<file path="src/rtl/fft_stage_sequencer.sv">
// fft_stage_sequencer: control sequencer for a 16-point radix-2 DIT FFT.
// Walks 4 stages x 8 butterflies, then waits BFLY_LAT cycles per stage.
// Ports:
//   i_clk, i_rst_n (async active-low), i_start, i_stall
//   o_busy, o_bfly_en, o_stage[1:0], o_addr_a[3:0], o_addr_b[3:0],
//   o_twiddle_idx[2:0], o_stage_done, o_done
//   o_cycles[7:0] only when FFT_SEQ_PERF_EN is defined
// Parameters: DIV_LOG2 (0..3) strobe divider, BFLY_LAT (1..15) drain.
`timescale 1ns/1ps
module fft_stage_sequencer #(
  parameter int DIV_LOG2 = 1,
  parameter int BFLY_LAT = 3
) (
  input  logic       i_clk,
  input  logic       i_rst_n,
  input  logic       i_start,
  input  logic       i_stall,
  output logic       o_busy,
  output logic       o_bfly_en,
  output logic [1:0] o_stage,
  output logic [3:0] o_addr_a,
  output logic [3:0] o_addr_b,
  output logic [2:0] o_twiddle_idx,
  output logic       o_stage_done,
  output logic       o_done
`ifdef FFT_SEQ_PERF_EN
  ,
  output logic [7:0] o_cycles
`endif
);

  typedef enum logic [1:0] {
    IDLE  = 2'd0,
    RUN   = 2'd1,
    DRAIN = 2'd2,
    DONE  = 2'd3
  } state_t;

  localparam logic [2:0] PRE_MAX = 3'((1 << DIV_LOG2) - 1);
  localparam logic [3:0] LAT_MAX = 4'(BFLY_LAT - 1);

  state_t     state;
  state_t     state_n;
  logic [1:0] stage;
  logic [1:0] stage_n;
  logic [2:0] k;
  logic [2:0] k_n;
  logic [2:0] pre;
  logic [2:0] pre_n;
  logic [3:0] drain;
  logic [3:0] drain_n;
  logic [3:0] addr_a;
  logic [3:0] addr_b;
  logic [2:0] tw;
  logic [10:0] gen;

  logic strobe;
  logic drain_end;

  // Butterfly operands for stage s, index kk.
  // Packed as {addr_a, addr_b, twiddle}.
  function automatic logic [10:0] bfly_addr(
    input logic [1:0] s,
    input logic [2:0] kk
  );
    logic [3:0] span;
    logic [3:0] grp;
    logic [3:0] pos;
    logic [3:0] a;
    logic [3:0] b;
    logic [2:0] t;
    span = 4'd1 << s;
    grp  = {1'b0, kk} >> s;
    pos  = {1'b0, kk} & (span - 4'd1);
    a    = ((grp << s) << 1) + pos;
    b    = a + span;
    t    = pos[2:0] << (2'd3 - s);
    return {a, b, t};
  endfunction

  assign strobe    = (state == RUN) && !i_stall
                  && (pre == PRE_MAX);
  assign drain_end = (state == DRAIN)
                  && (drain == LAT_MAX);

  // State register
  always_ff @(posedge i_clk or negedge i_rst_n) begin
    if (!i_rst_n) begin
      state <= IDLE;
    end else begin
      state <= state_n;
    end
  end

  // Next-state logic
  always_comb begin
    state_n = state;
    unique case (state)
      IDLE: begin
        if (i_start) state_n = RUN;
      end
      RUN: begin
        if (strobe && (k == 3'd7)) state_n = DRAIN;
      end
      DRAIN: begin
        if (drain_end) begin
          state_n = (stage == 2'd3) ? DONE : RUN;
        end
      end
      DONE: begin
        state_n = IDLE;
      end
      default: state_n = IDLE;
    endcase
  end

  // Counter next values
  always_comb begin
    stage_n = stage;
    k_n     = k;
    pre_n   = pre;
    drain_n = drain;
    unique case (state)
      IDLE: begin
        if (i_start) begin
          stage_n = 2'd0;
          k_n     = 3'd0;
          pre_n   = 3'd0;
          drain_n = 4'd0;
        end
      end
      RUN: begin
        drain_n = 4'd0;
        if (!i_stall) begin
          pre_n = (pre == PRE_MAX) ? 3'd0
                                   : pre + 3'd1;
        end
        // k wraps to 0 after the last butterfly
        if (strobe) k_n = k + 3'd1;
      end
      DRAIN: begin
        drain_n = drain + 4'd1;
        if (drain_end) begin
          drain_n = 4'd0;
          k_n     = 3'd0;
          pre_n   = 3'd0;
          if (stage != 2'd3) stage_n = stage + 2'd1;
        end
      end
      DONE: begin
        stage_n = 2'd0;
        k_n     = 3'd0;
        pre_n   = 3'd0;
        drain_n = 4'd0;
      end
      default: begin
        stage_n = 2'd0;
        k_n     = 3'd0;
        pre_n   = 3'd0;
        drain_n = 4'd0;
      end
    endcase
  end

  // Addresses are generated from the next stage/k so the
  // registered values line up with the strobe cycle.
  assign gen = bfly_addr(stage_n, k_n);

  always_ff @(posedge i_clk or negedge i_rst_n) begin
    if (!i_rst_n) begin
      stage  <= 2'd0;
      k      <= 3'd0;
      pre    <= 3'd0;
      drain  <= 4'd0;
      addr_a <= 4'd0;
      addr_b <= 4'd0;
      tw     <= 3'd0;
    end else begin
      stage  <= stage_n;
      k      <= k_n;
      pre    <= pre_n;
      drain  <= drain_n;
      addr_a <= gen[10:7];
      addr_b <= gen[6:3];
      tw     <= gen[2:0];
    end
  end

`ifdef FFT_SEQ_PERF_EN
  logic [7:0] cycles;

  always_ff @(posedge i_clk or negedge i_rst_n) begin
    if (!i_rst_n) begin
      cycles <= 8'd0;
    end else if (state == IDLE) begin
      if (i_start) cycles <= 8'd0;
    end else if (cycles != 8'hFF) begin
      cycles <= cycles + 8'd1;
    end
  end

  assign o_cycles = cycles;
`endif

  // Output logic
  always_comb begin
    o_busy        = (state != IDLE);
    o_bfly_en     = strobe;
    o_stage       = stage;
    o_addr_a      = addr_a;
    o_addr_b      = addr_b;
    o_twiddle_idx = tw;
    o_stage_done  = drain_end;
    o_done        = (state == DONE);
  end

endmodule
</file>
<file path="config.mk">
export PLATFORM = sky130hd
export DESIGN_NAME = fft_stage_sequencer
export DESIGN_NICKNAME = d
export VERILOG_FILES = /design/src/rtl/fft_stage_sequencer.sv
export SDC_FILE = /design/constraint.sdc
export NUM_CORES = 1
export LEC_CHECK = 0
export BUFFER_PORTS_ARGS = -buffer_cell sky130_fd_sc_hd__buf_2
export CAP_MARGIN = 5
export CORE_MARGIN = 2
export CORE_UTILIZATION = 50
export DETAILED_ROUTE_END_ITERATION = 7
export PLACE_DENSITY = 0.72
export REMOVE_ABC_BUFFERS = 1
export SETUP_SLACK_MARGIN = 0.4
export SLEW_MARGIN = 20
export SYNTH_ARGS = -nofsm -noshare
export SYNTH_HDL_FRONTEND = slang
export SYNTH_SLANG_ARGS = --single-unit
</file>
<file path="constraint.sdc">
create_clock -name i_clk -period 3.3 [get_ports i_clk]
set_input_delay 0.66 -clock i_clk [delete_from_list [all_inputs] [get_ports i_clk]]
set_output_delay 0.66 -clock i_clk [all_outputs]
set_load 0.02 [all_outputs]
</file>
# --- Yosys cells after proc, flatten, opt, wreduce, memory -nomap -nowiden ---
# Cells that the tools add are included.
word_totals:
  ff_bits: 25
  mem_bits_ro: 0
  out_inout_bits: 17
  latch_bits: 0
  n_memories: 0
  elab_cells: 64
  ramBits: 0
op_classes:
  reduce_logical: 10
  div: 0
  order_cmp: 0
  n_shift: 4
  addsub: 8
  multipliers: 0
  n_bitwise: 1
  n_eq_ne: 12
  n_mux: 21
ops:
  columns: ["op", "n"]
  rows:
  - ["3-bit case mux with 4 select lines", 2]
  - ["3-bit two-way mux", 7]
  - ["2-bit two-way mux", 7]
  - ["4-bit case mux with 3 select lines", 1]
  - ["4-bit adder", 2]
  - ["4-bit two-way mux", 2]
  - ["2-bit != test (second input constant)", 4]
  - ["2-bit case mux with 4 select lines", 1]
  - ["3-bit by 1-bit adder with 3-bit output (second input constant)", 2]
  - ["2-bit equality test (second input constant)", 3]
  - ["2-bit case mux with 3 select lines", 1]
  - ["3-bit AND reduction", 2]
  - ["4-bit by 1-bit adder with 4-bit output (second input constant)", 1]
  - ["3-bit by 4-bit bitwise AND with 4-bit output", 1]
  - ["4-bit by 2-bit equality test with 1-bit output (second input constant)", 1]
  - ["1-bit logical AND", 4]
  - ["1-bit by 2-bit << shifter with 4-bit output (first input constant)", 1]
  - ["4-bit by 2-bit << shifter with 3-bit output", 1]
  - ["3-bit by 2-bit >> shifter with 4-bit output", 1]
  - ["4-bit by 1-bit subtractor with 4-bit output (second input constant)", 1]
  - ["3-bit by 1-bit equality test with 1-bit output (second input constant)", 1]
  - ["3-bit equality test (second input constant)", 1]
  - ["3-bit by 2-bit << shifter with 3-bit output", 1]
  - ["2-bit by 1-bit adder with 2-bit output (second input constant)", 1]
  - ["7 further kinds", 7]

# --- Depth between registers and ports, before layout ---
logic_depth:
  depth_word: 9
  mapped_depth: 12

# --- Worst setup path after synthesis ---
# No wires, ideal clock.
synth_path:
  path_type: "input port to flip-flop"
  start: "in i_stall"
  end: "reg addr_b[3] (netlist: o_addr_b[3])"
  t_required_ns: 3.220
  setup_ns: 0.080
  path_buffers: 0
  stages: 10
  t_arrival_ns: 3.025
  setup_slack_ns: 0.195
  path_cell_list: "nor4b_4 -> and2_1 -> a22o_2 -> and2_1 -> ha_1 -> fa_1 -> ha_1 -> a21oi_1 -> xnor2_1 -> xnor2_1"
synth_between:
  elab_chain_cells: 9
synth_rtl:
  columns: ["item", "line_no", "source"]
  rows:
  - ["from (decl)", "17", "input logic i_stall,"]
  - ["1-bit logical NOT (*)", null, null]
  - ["1-bit logical AND (*)", "81", "assign strobe = (state == RUN) && !i_stall"]
  - ["1-bit logical AND (*)", "82", "&& (pre == PRE_MAX);"]
  - ["named net o_bfly_en", "19", "output logic o_bfly_en,"]
  - ["3-bit two-way mux (*)", "139", "if (strobe) k_n = k + 3'd1;"]
  - ["3-bit case mux with 4 select lines (*)", "123", "unique case (state)"]
  - ["named net k_n[1]", "47", "logic [2:0] k_n;"]
  - ["3-bit by 2-bit >> shifter with 4-bit output", "73", "grp = {1'b0, kk} >> s;"]
  - ["4-bit by 2-bit << shifter with 3-bit output", "75", "a = ((grp << s) << 1) + pos;"]
  - ["4-bit adder (*)", "75", null]
  - ["named net gen[9]", "55", "logic [10:0] gen;"]
  - ["4-bit adder (*)", "76", "b = a + span;"]
  - ["named net gen[6]", "55", null]
  - ["to (signal assigned)", "184", "addr_b <= gen[6:3];"]
  - ["to (decl)", "53", "logic [3:0] addr_b;"]
# The timed path passes the listed nets; every way through them passes the cells marked *.
# A chain may end at the register's enable or synchronous reset.

# --- Worst setup path after layout ---
layout_path:
  start: "reg drain[0]"
  end: "reg addr_b[3] (netlist: o_addr_b[3])"
layout_between:
  elab_chain_cells: 9
layout_rtl:
  columns: ["item", "line_no", "source"]
  rows:
  - ["from (decl)", "50", "logic [3:0] drain;"]
  - ["from (signal assigned)", "182", "drain <= drain_n;"]
  - ["4-bit by 2-bit equality test with 1-bit output (*)", "84", "&& (drain == LAT_MAX);"]
  - ["1-bit logical AND (*)", "84", null]
  - ["2-bit two-way mux", "143", "if (drain_end) begin"]
  - ["2-bit case mux with 3 select lines", "123", null]
  - ["1-bit by 2-bit << shifter with 4-bit output", "72", "span = 4'd1 << s;"]
  - ["4-bit by 1-bit subtractor with 4-bit output", "74", "pos = {1'b0, kk} & (span - 4'd1);"]
  - ["3-bit by 4-bit bitwise AND with 4-bit output", "74", null]
  - ["4-bit adder (*)", "75", null]
  - ["named net gen[9]", "55", null]
  - ["4-bit adder (*)", "76", null]
  - ["named net gen[6]", "55", null]
# Marked as above.

==> results.yml <==
routing:
  ant_nets: 0
  drt_wl_total_um: 2770
  vias: 1044
  firstDrtPassIters: 4
  drc: 0
  wl_per_cell_um: 14.9
  avgViaCountPerCell: 5.61
  drt_iter0_markers: 19
global_route:
  grt_util_all_layers_pct: 19.1
  grt_max_degree: 26
  antenna_found_initial: 0
  grt_pass1_wl_um: 4700
  first_global_vias: 1044
  grt_overflow: 0
synth:
  yosys.area.top_type: "dfrtp_1"
  synth_top_cell_area_share_pct: 45.8
  synth_edf_count: 0
  synth-compound-area-share_pct: 11.2
  synth-seq-cells: 25
  ys_types: 43
  synthAdderAreaFrac_pct: 9.35
  avgSynthCellArea_um2: 11.2
  synth_xor_area_share_pct: 3.85
  synth_top_family_by_area: "simple AND/OR/NAND/NOR gates"
  synthTopCellsByArea: "dfrtp_1 (46%), ha_1 (6.4%), nor2b_1 (4.1%)"
  synthSimpleGateAreaFrac_pct: 22.7
  ys_warn_count: 0
  async_flop_share_pct: 100
  syn_inst: 122
  synth-seq-area-share_pct: 45.8
  syn-cell-area_mm2: 0.00137
  synthFlopType: "dfrtp_1"
  synth.area.mux_share_pct: 5.04
cts:
  clk_path_buf_depth: 2
  cts_root_buf: "clkbuf_4"
  cts-hold-fix-buffers: 0
  clkTransAtPathRegs_ns: 0.12
  htreeDepth: 1
  cts_tree: "yes"
  clock_sinks: 25
  cts_buffers: 3
  clk_latency_ns: 0.32
setup_path:
  worst-endpoint-arrival_ns: 3.10
  cp_top_family: "adder cells"
  r2r-end: "o_addr_b[3]"
  end_kind: "register"
  rrSetupSlack_ns: 0.45
  slowest_stage: "fa_2"
  rr_worst_depth: 13
  r2r-start: "drain[0]"
  criticalPathCategory: "reg -> reg"
  slowest_delay_ns: 0.60
  crit_top_cell: "ha_2"
  cp_max_fo: 2
  cp-start-kind: "register"
  cp.required_ns: 3.55
  path_buf_inv: 2
  cp_cell_sequence: "inv_1, ha_2, and4bb_2, o32ai_4, buf_4, mux2i_4, nor2_1, ha_2, fa_2, ha_4, a21oi_4, xnor2_2, xnor2_1"
timing:
  max-slew-margin-rel_pct: 57.8
  setup_violations: 0
  fmax_ghz: 0.350
  fin_ws_ns: 0.446
  finalMaxSlewViolations: 0
  period_needed_ns: 2.85
  finalSetupTns_ns: 0
  timing.final.hold_violations: 0
  worstMarginPinSlew_ns: 0.628
  timing.final.crit_share_pct: 86.5
  skew_ns: 0.00508
  rsz0062_at_grt: "yes"
run_status:
  status: "complete, no violations"
pwr:
  p_sw_share_pct: 36.0
  power_uw: 964
  peakVddDrop_uv: 452
  leakage_uw: 0.000783
  p_clk_share_pct: 13.9
  combPwrFrac_pct: 44.1
  seq_power_share_pct: 41.9
  internal_power_uw: 617
  power_density_mw_per_mm2: 572
  switchingPower_uw: 346
placed_design:
  gp_congestion: 0.797
  pre_cts_ws_ns: 0.00244
  numPortBuffers: 20
  placed_area_mm2: 0.00154
  hpwl_um: 1990
layout:
  nFillCells: 187
  drive_above_1_share_pct: 40.4
  regArea_um2: 628
  multiInputGateArea_um2: 781
  layout.nets: 170
  diodes: 0
  post-route-cell-area_mm2: 0.00169
  syn2layout_area_growth_pct: 23.5
floorplanning:
  initial_core_util_pct: 54.1
  dieArea_mm2: 0.00316
  rows: 18
  core-area_mm2: 0.00252
  io-pin-count: 21
  die_x_um: 56.3
  die-height_um: 56.3
min_path:
  min_path_type: "in -> async"
flow_run:
  cap_violations: 0
## layout by cell type, fill, tap and decap left out, drive strengths merged, types with 3 or more instances in the layout
cell     n
o21ai    4
buf     33
nor2b    9
xnor2    5
a21oi    6
nand2    9
ha       7
nor3     3
inv      3
nand2b   3
dfrtp   25
and2     6
mux2i    3
nor2    10
clkbuf   4
## power groups by stage
stage	Sequential [µW]	Combinational [µW]	Clock (µW)
final	404	425	134
after global routing	413	468	157
after CTS	403	411	139
after detailed placement	407	385	0
after global placement	406	375	0
after floorplan	445	225	0
## cell families (layout without fill, tap and decap cells)
family                   Yosys count  in the layout
buffers and inverters              6             40
flip-flops                        25             25
AO/OA/AOI/OAI                     20             20
other                              1              1
XOR/XNOR                           6              6
AND/OR/NAND/NOR                   50             50
multiplexers                       5              5
adder cells (fa/ha/maj)            9              9
## state kept, by name, summed over array words and instances (netlist names)
register       cells
drain              4
o_addr_b           4
o_twiddle_idx      3
k                  3
pre                3
state              2
o_stage            2
o_addr_a           4
## synth_stat cells, drive strengths merged (2+ instances only)
master   n
a21oi    6
a22o     2
and2     6
clkbuf   2
dfrtp   25
fa       2
ha       7
inv      3
mux2     2
mux2i    3
nand2    9
nand2b   3
nor2    10
nor2b    9
nor3     3
nor3b    2
o21ai    4
o32ai    2
xnor2    5
## stage by stage
stage	utilization, %	hold WS, ns	instances
3_5_place_dp	60.9	0.532	175
5_1_grt	66.8	0.329	186
6_report	66.8	0.318	186
4_1_cts	64.0	0.326	183
2_1_floorplan	-	0.364	119
3_3_place_gp	60.9	0.486	175
## per-layer routing
layer / track usage [%] / wire length [µm]
met1: 23.8 / 1120
met2: 29.7 / 1490
met3: 3.69 / 96
met4: 12.9 / 61
met5: 0 / 0
## layout make-up
cell class              instances  share of cell area (%)
repair buffers                 33                    12.0
inverters                       3                   0.668
clock buffers                   4                    1.56
flip-flops and latches         25                    37.3
well taps                      30                    2.23
multi-input cells              91                    46.3
## timing repair
action,CTS,global route
setup endpoints to repair,1,1
cloned,0,0
pin swaps,6,6
gates resized for setup,6,10
buffers inserted,4,3
hold endpoints to repair,0,0
## worst max-delay path by stage
stage | start | end | slack [ns] | depth (start not counted)
detailed placement | i_stall | o_addr_b[3] | 0.002 | 11
global route | drain[0] | o_addr_b[3] | 0.28 | 13
global placement | i_stall | o_addr_b[3] | 0.09 | 11
CTS | drain[0] | o_addr_b[3] | 0.42 | 12
floorplan | i_stall | o_addr_b[3] | 0.19 | 10
finish | drain[0] | o_addr_b[3] | 0.45 | 13
(Power assumes the default switching activity.)
